[config.mk]
export PLATFORM = sky130hd
export DESIGN_NAME = cp0_regfile
export DESIGN_NICKNAME = d
export VERILOG_FILES = /design/src/rtl/cp0_regfile.sv
export SDC_FILE = /design/constraint.sdc
export NUM_CORES = 1
export LEC_CHECK = 0
export BUFFER_PORTS_ARGS = -buffer_cell sky130_fd_sc_hd__buf_4
export CORE_UTILIZATION = 29
export CTS_BUF_LIST = sky130_fd_sc_hd__clkbuf_16
export CTS_CLUSTER_DIAMETER = 200
export DETAILED_ROUTE_END_ITERATION = 8
export GPL_TIMING_DRIVEN = 0
export PLACE_DENSITY = 0.52
export SYNTH_ARGS = -nofsm -noshare
export SYNTH_HDL_FRONTEND = slang
export SYNTH_SLANG_ARGS = --single-unit
[constraint.sdc]
create_clock -name clk -period 7.6 [get_ports clk]
set_input_delay 1.9 -clock clk [delete_from_list [all_inputs] [get_ports clk]]
set_output_delay 1.9 -clock clk [all_outputs]
set_load 0.1 [all_outputs]
[src/rtl/cp0_regfile.sv]
// Coprocessor-0 register file and precise-exception commit point.
// Commits exceptions/ERET, runs the Count/Compare timer and serves MTC0/MFC0.
module cp0_regfile #(
    parameter logic [31:0] EXC_VECTOR = 32'hBFC0_0380,
    parameter int          HW_INT_W   = 6
) (
    input  logic                clk,
    input  logic                reset,
    input  logic                wb_valid,
    input  logic [31:0]         wb_pc,
    input  logic [31:0]         wb_badvaddr,
    input  logic [4:0]          wb_excCode,
    input  logic                wb_is_exc,
    input  logic                wb_is_in_ds,
    input  logic                wb_is_eret,
    input  logic                mtc0_we,
    input  logic [4:0]          cp0_addr,
    input  logic [31:0]         mtc0_wdata,
    output logic [31:0]         mfc0_rdata,
    input  logic [HW_INT_W-1:0] hw_int,
    output logic                exc_occur,
    output logic                eret_occur,
    output logic [31:0]         redirect_pc,
    output logic [31:0]         cp0_Status,
    output logic [31:0]         cp0_EPC
);

    localparam logic [4:0] ADDR_BADVADDR = 5'd8;
    localparam logic [4:0] ADDR_COUNT    = 5'd9;
    localparam logic [4:0] ADDR_COMPARE  = 5'd11;
    localparam logic [4:0] ADDR_STATUS   = 5'd12;
    localparam logic [4:0] ADDR_CAUSE    = 5'd13;
    localparam logic [4:0] ADDR_EPC      = 5'd14;
    localparam logic [4:0] EXC_ADEL      = 5'h04;
    localparam logic [4:0] EXC_ADES      = 5'h05;

    logic [7:0]  r_im;
    logic        r_exl;
    logic        r_ie;
    logic        r_bd;
    logic        r_ti;
    logic [1:0]  r_ip_sw;
    logic [4:0]  r_ip_hw;
    logic [4:0]  r_exc_code;
    logic [31:0] r_epc;
    logic [31:0] r_badvaddr;
    logic [31:0] r_count;
    logic [31:0] r_compare;
    logic        r_toggle;

    logic [7:0]  w_ip;
    logic        w_int_pending;
    logic        w_take_int;
    logic        w_take_exc;
    logic [4:0]  w_exc_code;
    logic        w_do_eret;
    logic        w_mtc0;
    logic        w_wr_count;
    logic        w_wr_compare;
    logic [31:0] w_count_inc;
    logic [31:0] w_status;
    logic [31:0] w_cause;
    logic        w_exc_out;
    logic        w_eret_out;
    logic        w_unused;

    // IP7 is the timer; hw_int[5] shares that line and is dropped.
    assign w_unused      = ^hw_int[HW_INT_W-1:5];
    assign w_ip          = {r_ti, r_ip_hw, r_ip_sw};
    assign w_int_pending = r_ie & ~r_exl & (|(w_ip & r_im));
    assign w_take_int    = wb_valid & w_int_pending;
    assign w_take_exc    = wb_valid & (w_int_pending | wb_is_exc);
    assign w_exc_code    = w_take_int ? 5'd0 : wb_excCode;
    assign w_do_eret     = wb_valid & wb_is_eret & ~w_take_exc;
    assign w_mtc0        = mtc0_we & wb_valid & ~w_take_exc;
    assign w_wr_count    = w_mtc0 & (cp0_addr == ADDR_COUNT);
    assign w_wr_compare  = w_mtc0 & (cp0_addr == ADDR_COMPARE);
    assign w_count_inc   = r_count + 32'd1;

    assign w_status = {9'd0, 1'b1, 6'd0, r_im, 6'd0, r_exl, r_ie};
    assign w_cause  = {r_bd, r_ti, 14'd0, w_ip, 1'b0, r_exc_code, 2'b00};

    // Commit pulses drop as soon as reset rises, even mid-cycle.
    assign w_exc_out   = w_take_exc & ~reset;
    assign w_eret_out  = w_do_eret & ~reset;
    assign exc_occur   = w_exc_out;
    assign eret_occur  = w_eret_out;
    assign redirect_pc = w_exc_out  ? EXC_VECTOR :
                         w_eret_out ? r_epc      : 32'd0;
    assign cp0_Status  = w_status;
    assign cp0_EPC     = r_epc;

    always_comb begin
        mfc0_rdata = 32'd0;
        case (cp0_addr)
            ADDR_BADVADDR: mfc0_rdata = r_badvaddr;
            ADDR_COUNT:    mfc0_rdata = r_count;
            ADDR_COMPARE:  mfc0_rdata = r_compare;
            ADDR_STATUS:   mfc0_rdata = w_status;
            ADDR_CAUSE:    mfc0_rdata = w_cause;
            ADDR_EPC:      mfc0_rdata = r_epc;
            default:       mfc0_rdata = 32'd0;
        endcase
    end

    // A nested exception (EXL already set) keeps the original EPC and BD.
    always_ff @(posedge clk or posedge reset) begin
        if (reset) begin
            r_im       <= 8'd0;
            r_exl      <= 1'b0;
            r_ie       <= 1'b0;
            r_bd       <= 1'b0;
            r_ip_sw    <= 2'd0;
            r_ip_hw    <= 5'd0;
            r_exc_code <= 5'd0;
            r_epc      <= 32'd0;
            r_badvaddr <= 32'd0;
        end else begin
            r_ip_hw <= hw_int[4:0];
            if (w_take_exc) begin
                r_exl      <= 1'b1;
                r_exc_code <= w_exc_code;
                if (!r_exl) begin
                    r_epc <= wb_is_in_ds ? (wb_pc - 32'd4) : wb_pc;
                    r_bd  <= wb_is_in_ds;
                end
                if ((w_exc_code == EXC_ADEL) || (w_exc_code == EXC_ADES)) begin
                    r_badvaddr <= wb_badvaddr;
                end
            end else if (w_do_eret) begin
                r_exl <= 1'b0;
            end else if (w_mtc0) begin
                case (cp0_addr)
                    ADDR_STATUS: begin
                        r_im  <= mtc0_wdata[15:8];
                        r_exl <= mtc0_wdata[1];
                        r_ie  <= mtc0_wdata[0];
                    end
                    ADDR_CAUSE: r_ip_sw <= mtc0_wdata[9:8];
                    ADDR_EPC:   r_epc   <= mtc0_wdata;
                    default: ;
                endcase
            end
        end
    end

    // Count advances every other cycle; a Compare write beats a same-cycle match.
    always_ff @(posedge clk or posedge reset) begin
        if (reset) begin
            r_count   <= 32'd0;
            r_compare <= 32'd0;
            r_toggle  <= 1'b0;
            r_ti      <= 1'b0;
        end else begin
            r_toggle <= w_wr_count ? 1'b0 : ~r_toggle;
            if (w_wr_count) begin
                r_count <= mtc0_wdata;
            end else if (r_toggle) begin
                r_count <= w_count_inc;
            end
            if (w_wr_compare) begin
                r_compare <= mtc0_wdata;
                r_ti      <= 1'b0;
            end else if (r_toggle && !w_wr_count && (w_count_inc == r_compare)) begin
                r_ti <= 1'b1;
            end
        end
    end

endmodule

==> reports/metrics.cfg, run 1 <==
[floorplanning]
die_area_um2=33700
coreArea_um2=32500
rows=66
die_w_um=184
num_io_pins=249
die_h_um=184
initial_core_util=0.294

[timing]
period_needed_ps=6800
skew_ps=15.5
worst_slack_ps=797
hold_slack_ps=513
rsz0062_at_grt=no
maxSlewViolCount=0
setup_tns_ps=0
relSlewSlack=0.102
fin_crit_sh=0.895
tightest_slew_ps=1330
final_hold_viol_count=0
setup_viol=0
max_clock_freq_ghz=0.147

[setup_path]
critPathArrivalTime_ps=4900
crit_path_max_fanout=10
path_class=in -> out
path_cells=buf_4 -> or3b_2 -> clkbuf_1 -> nor3_2 -> clkbuf_1 -> a222oi_1 -> nand2_1 -> buf_4
crit_family=buffers and inverters
critPathLaunchType=input port
cp-end-kind=output port
worst_ep_required_time_ps=5700
critPathSlowestCell=nor3_2
slowest_delay_ps=710
critPathBufInv=4

[yosys]
synth_edf_count=0
syn_area_per_cell_um2=9.32
ys.flop_type=dfrtp_1
synthTopCellsByCount=dfrtp_1, nand2_1, mux2_2
ys_types=59
synth-seq-cells=153
synthCells=1027
synthDominantCellAreaShare=0.400
yosysMostFrequentCell=dfrtp_1
async_flop_share=1.00
seq_area_frac_synth=0.400
netlist_top_cells_area=dfrtp_1, mux2_2, nand2_1
yosys_warnings=0
synth_area_leader_cell=dfrtp_1
synth_area_um2=9570

[job]
cap_violations=0

[layout]
syn_to_final_growth_pct=30.8
fillCellCount=3318
nets=1412
layout.cells.non_filler=1749
final-seq-area_um2=3830
multi_input_area_um2=5330
drive_gt1_frac=0.304

[global_route]
grt_usage=0.233
gr-total-overflow=0
grt_pass1_vias=9007
grt_pass1_wl_mm=57.3
grt_max_degree=104
antenna_found_initial=2

[clock_tree]
cts-resized-gates=0
root_buffer=clkbuf_16
post_cts_buffers=0
htree_num_levels=4
cts_inserted_buffers=17
cts_tree=built
cts_buffer_depth=2
clk_pin_slew_worst_paths_ps=60
insertion_delay_ps=450
cts_hold_buf=0
clkSinkCount=153

[power_and_ir_drop]
power_density_nw_per_um2=260
vdd_ir_drop_max_uv=161
p_leak_uw=0.00555

[outcome]
status=finished clean

[placed_design]
dpl.cell_count=1714
hpwl_mm=29.5
place.gp.congestion=0.907
post-place-ws_ps=450
io_buffers=224

[drt]
routed_wl_mm=38.9
vias=9129
first_iter_violations=750
post-route-drc-count=0
ant_nets=0
drt-vias-per-instance=5.22
wl_per_cell_um=22.2
drtPass1Iterations=8

[worst_hold_path]
hp-class=reg -> reg

[state kept, by name, summed over array words and instances (netlist names)]
| name | cells |
|---|---|
| r_im | 8 |
| r_exl | 1 |
| r_badvaddr | 32 |
| r_exc_code | 5 |
| r_ie | 1 |
| r_bd | 1 |
| r_compare | 32 |
| r_ip_hw | 5 |
| r_toggle | 1 |
| r_count | 32 |
| r_ti | 1 |
| cp0_EPC | 32 |
| r_ip_sw | 2 |
[cells in the final DEF (no fill, tap or decap), drive strengths merged, types with 14 or more instances in the layout]
cell type,synthesis,routed
a21o,14,14
a21oi,28,28
a222oi,16,16
a22oi,36,36
and2,27,27
buf,34,259
clkbuf,67,84
conb,2,22
dfrtp,153,153
mux2,100,100
mux2i,16,16
nand2,140,140
nand3,18,18
nand4,15,15
nor2,36,36
nor3,20,20
o21ai,89,89
xnor2,51,51
xor2,45,45
[area by class of cell]
| cell class | instances | area share |
|---|---|---|
| tap | 442 | 0.0441 |
| clock buffer | 17 | 0.0340 |
| inverter | 7 | 0.00270 |
| clock inverter | 15 | 0.0132 |
| multi-input combinational | 786 | 0.425 |
| buffer | 101 | 0.0381 |
| timing repair buffer | 225 | 0.136 |
| sequential | 153 | 0.306 |
| antenna | 3 | 0.000599 |
[where the power goes]
group / internal [µW] / switching, µW
clock network: 490 / 389
registers: 961 / 165
logic: 366 / 884
total: 1820 / 1440
[path summary, 6_finish.rpt]
check / from / end / slack [ps] / depth (start not counted)
max: cp0_addr[4] / mfc0_rdata[30] / 800 / 8
min: r_badvaddr[25]$_DFFE_PP0P_ / r_badvaddr[25]$_DFFE_PP0P_ / 510 / 1
max reg2reg: r_ti$_DFFE_PP0P_ / r_badvaddr[10]$_DFFE_PP0P_ / 3760 / 7
min reg2reg: r_badvaddr[25]$_DFFE_PP0P_ / r_badvaddr[25]$_DFFE_PP0P_ / 510 / 1
max in group asynchronous: reset / cp0_EPC[14]$_DFFE_PP0P_ / 5240 / 3
min in group asynchronous: reset / r_bd$_DFFE_PP0P_ / 1470 / 2
[worst reg2reg max path: stages, from the launching register on]
cell and delay [ps]:
dfrtp_1 480, a22oi_1 230, nand4_1 280, and4_1 300, clkbuf_1 200, nor4_1 1110
clkbuf_1 720, mux2_2 420
[per-layer routing]
metal / up-vias / GRT usage / part of all wire
met5: - / 0 / 0
met4: 0 / 0.0907 / 0.028
met3: 61 / 0.0436 / 0.074
met2: 396 / 0.375 / 0.46
met1: 4489 / 0.307 / 0.43
li1: 4183 / - / -
[through the flow]
step	cell area [µm²]	total power (µW)	util
6_report	12500	3260	0.385
5_1_grt	12500	3390	0.385
4_1_cts	12500	3270	0.385
3_5_place_dp	11900	2390	0.366
3_3_place_gp	11900	2370	0.365
2_1_floorplan	9650	2020	-
[logic make-up after synthesis]
family / after synthesis / synth area share
simple gates: 338 / 0.181
xor+xnor: 96 / 0.0878
other cells: 2 / 0.000784
compound gates: 212 / 0.141
fa+ha+maj: 2 / 0.00261
buf+inv: 108 / 0.0525
flops: 153 / 0.400
mux: 116 / 0.134
Power figures use the tool's default switching activity.
==> run 2, diff against run 1 <==
==> config.mk (replaced) <==
export PLATFORM = sky130hd
export DESIGN_NAME = cp0_regfile
export DESIGN_NICKNAME = d
export VERILOG_FILES = /design/src/rtl/cp0_regfile.sv
export SDC_FILE = /design/constraint.sdc
export NUM_CORES = 1
export LEC_CHECK = 0
export BUFFER_PORTS_ARGS = -buffer_cell sky130_fd_sc_hd__buf_2
export CORE_UTILIZATION = 29
export CTS_BUF_LIST = sky130_fd_sc_hd__clkbuf_4
export CTS_CLUSTER_DIAMETER = 200
export DETAILED_ROUTE_END_ITERATION = 8
export GPL_TIMING_DRIVEN = 0
export SYNTH_ARGS = -nofsm -noshare
export SYNTH_HDL_FRONTEND = slang
export SYNTH_SLANG_ARGS = --single-unit
==> run 2 against run 1 <==
Via count grew 0.46%. Non-clock buffer count is the same. First-iteration DRC count is 4.1% lower. Final cell count is 0.11% lower. Clock skew rose by 17 ps. Clock-buffer cell count did not move. Flip-flop and latch count unchanged.
==> reports/metrics.cfg, run 2 (synthesis results as in run 1) <==
[outcome]
status=finished clean

[clock_tree]
insertion_delay_ps=600
cts-resized-gates=0
htree_num_levels=4
clkSinkCount=153
cts_inserted_buffers=17
root_buffer=clkbuf_4
cts_tree=built
clk_pin_slew_worst_paths_ps=140
cts_hold_buf=0
post_cts_buffers=0
cts_buffer_depth=2

[layout]
final_cell_mix=buf_2, dfrtp_1, nand2_1
syn_to_final_growth_pct=21.9
drive_gt1_frac=0.304
final-seq-area_um2=3830
fillCellCount=3432
final_area_um2=11700
layout.cells.non_filler=1747
multi_input_area_um2=5330
final_common_cell=buf_2
nets=1412

[drt]
ant_nets=0
vias=9171
drtPass1Iterations=6
routed_wl_mm=37.3
drt-vias-per-instance=5.25
post-route-drc-count=0
wl_per_cell_um=21.3
first_iter_violations=719

[worst_hold_path]
hold_depth=1
hold_start=r_badvaddr[26]$_DFFE_PP0P_
whs_endpoint=r_badvaddr[26]$_DFFE_PP0P_
hp-class=reg -> reg

[setup_path]
worstReg2RegStart=r_ti$_DFFE_PP0P_
critPathArrivalTime_ps=5050
reg2reg_to=r_badvaddr[11]$_DFFE_PP0P_
critPathLaunchType=input port
critPathSlowestCell=nor2_1
path_cells=buf_2 -> nand3b_1 -> nor2_1 -> and2_0 -> clkbuf_1 -> clkbuf_1 -> nand2_1 -> o21ai_0 -> buf_2
path_class=in -> out
cp-end-kind=output port
r2r_slack_ps=3690
slowest_delay_ps=890
reg2regPathDepth=7
worst_ep_required_time_ps=5700
crit_path_max_fanout=10

[timing]
maxSlewViolCount=0
period_needed_ps=6950
setup_viol=0
final_hold_viol_count=0
hold_slack_ps=527
relSlewSlack=0.126
fin_crit_sh=0.914
max_clock_freq_ghz=0.144
rsz0062_at_grt=no
skew_ps=32.3
setup_tns_ps=0
tightest_slew_ps=1300

[power_and_ir_drop]
internal_power_uw=1500
vdd_ir_drop_max_uv=190
p_leak_uw=0.00531
pwr-share-clk=0.194
power_switching_uw=1360
power_frac_seq=0.390
power_frac_comb=0.416
netSwitchingFraction=0.476
power_density_nw_per_um2=245

[floorplanning]
rows=66
die_w_um=184
num_io_pins=249
die_h_um=184
initial_core_util=0.294
coreArea_um2=32500
die_area_um2=33700

[global_route]
grt_usage=0.222
antenna_found_initial=3
grt_pass1_vias=8854
grt_pass1_wl_mm=55.1
gr-total-overflow=0
grt_max_degree=95

[placed_design]
io_buffers=224
placed_area_um2=11400
hpwl_mm=28.9
dpl.cell_count=1714
place.gp.congestion=0.928

[job]
cap_violations=0

[run 2: area by class of cell]
cell class                 instances  share of cell area
clock inverter                    14              0.0149
tap                              442              0.0474
inverter                           7             0.00289
buffer                           101              0.0408
clock buffer                      17              0.0109
timing repair buffer             225              0.0984
sequential                       153               0.328
multi-input combinational        786               0.456
antenna                            2            0.000429
[run 2: critical path, delay by kind of cell]
kind	cells	cell delay (ps)
buffers and inverters	4	1370
AOI/OAI and AO/OA	1	180
and+or+nand+nor	4	1580
[run 2: worst max path at each step]
| stage | cells after the start | endpoint | slack (ps) | startpoint |
|---|---|---|---|---|
| final | 9 | mfc0_rdata[16] | 650 | cp0_addr[4] |
| after global routing | 9 | mfc0_rdata[16] | 560 | cp0_addr[4] |
| after CTS | 8 | mfc0_rdata[30] | 340 | cp0_addr[4] |
| after detailed placement | 8 | mfc0_rdata[30] | 340 | cp0_addr[4] |
| after global placement | 2 | r_badvaddr[13]$_DFFE_PP0P_ | -560 | reset |
| after floorplan | 6 | redirect_pc[3] | 30 | wb_valid |
[run 2: layer usage]
layer,wire length [µm],part of all wire,global-route usage
met4,885,0.024,0.0737
met3,3490,0.094,0.0410
met5,0,0,0
met2,17300,0.46,0.356
met1,15600,0.42,0.300
[run 2: per-stage QoR]
stage | setup slack (ps) | power (µW) | utilization
5_1_grt | 559 | 3000 | 0.359
3_3_place_gp | -556 | 2300 | 0.348
3_5_place_dp | 341 | 2310 | 0.349
2_1_floorplan | 30.5 | 2020 | -
4_1_cts | 339 | 2870 | 0.358
6_report | 652 | 2860 | 0.359
[run 2: power by group through the flow]
stage,Combinational (µW),Clock (µW),Sequential [µW]
after floorplan,614,0,1400
after global placement,1170,0,1130
after detailed placement,1190,0,1130
after CTS,1190,567,1110
after global routing,1260,598,1130
final,1190,556,1120
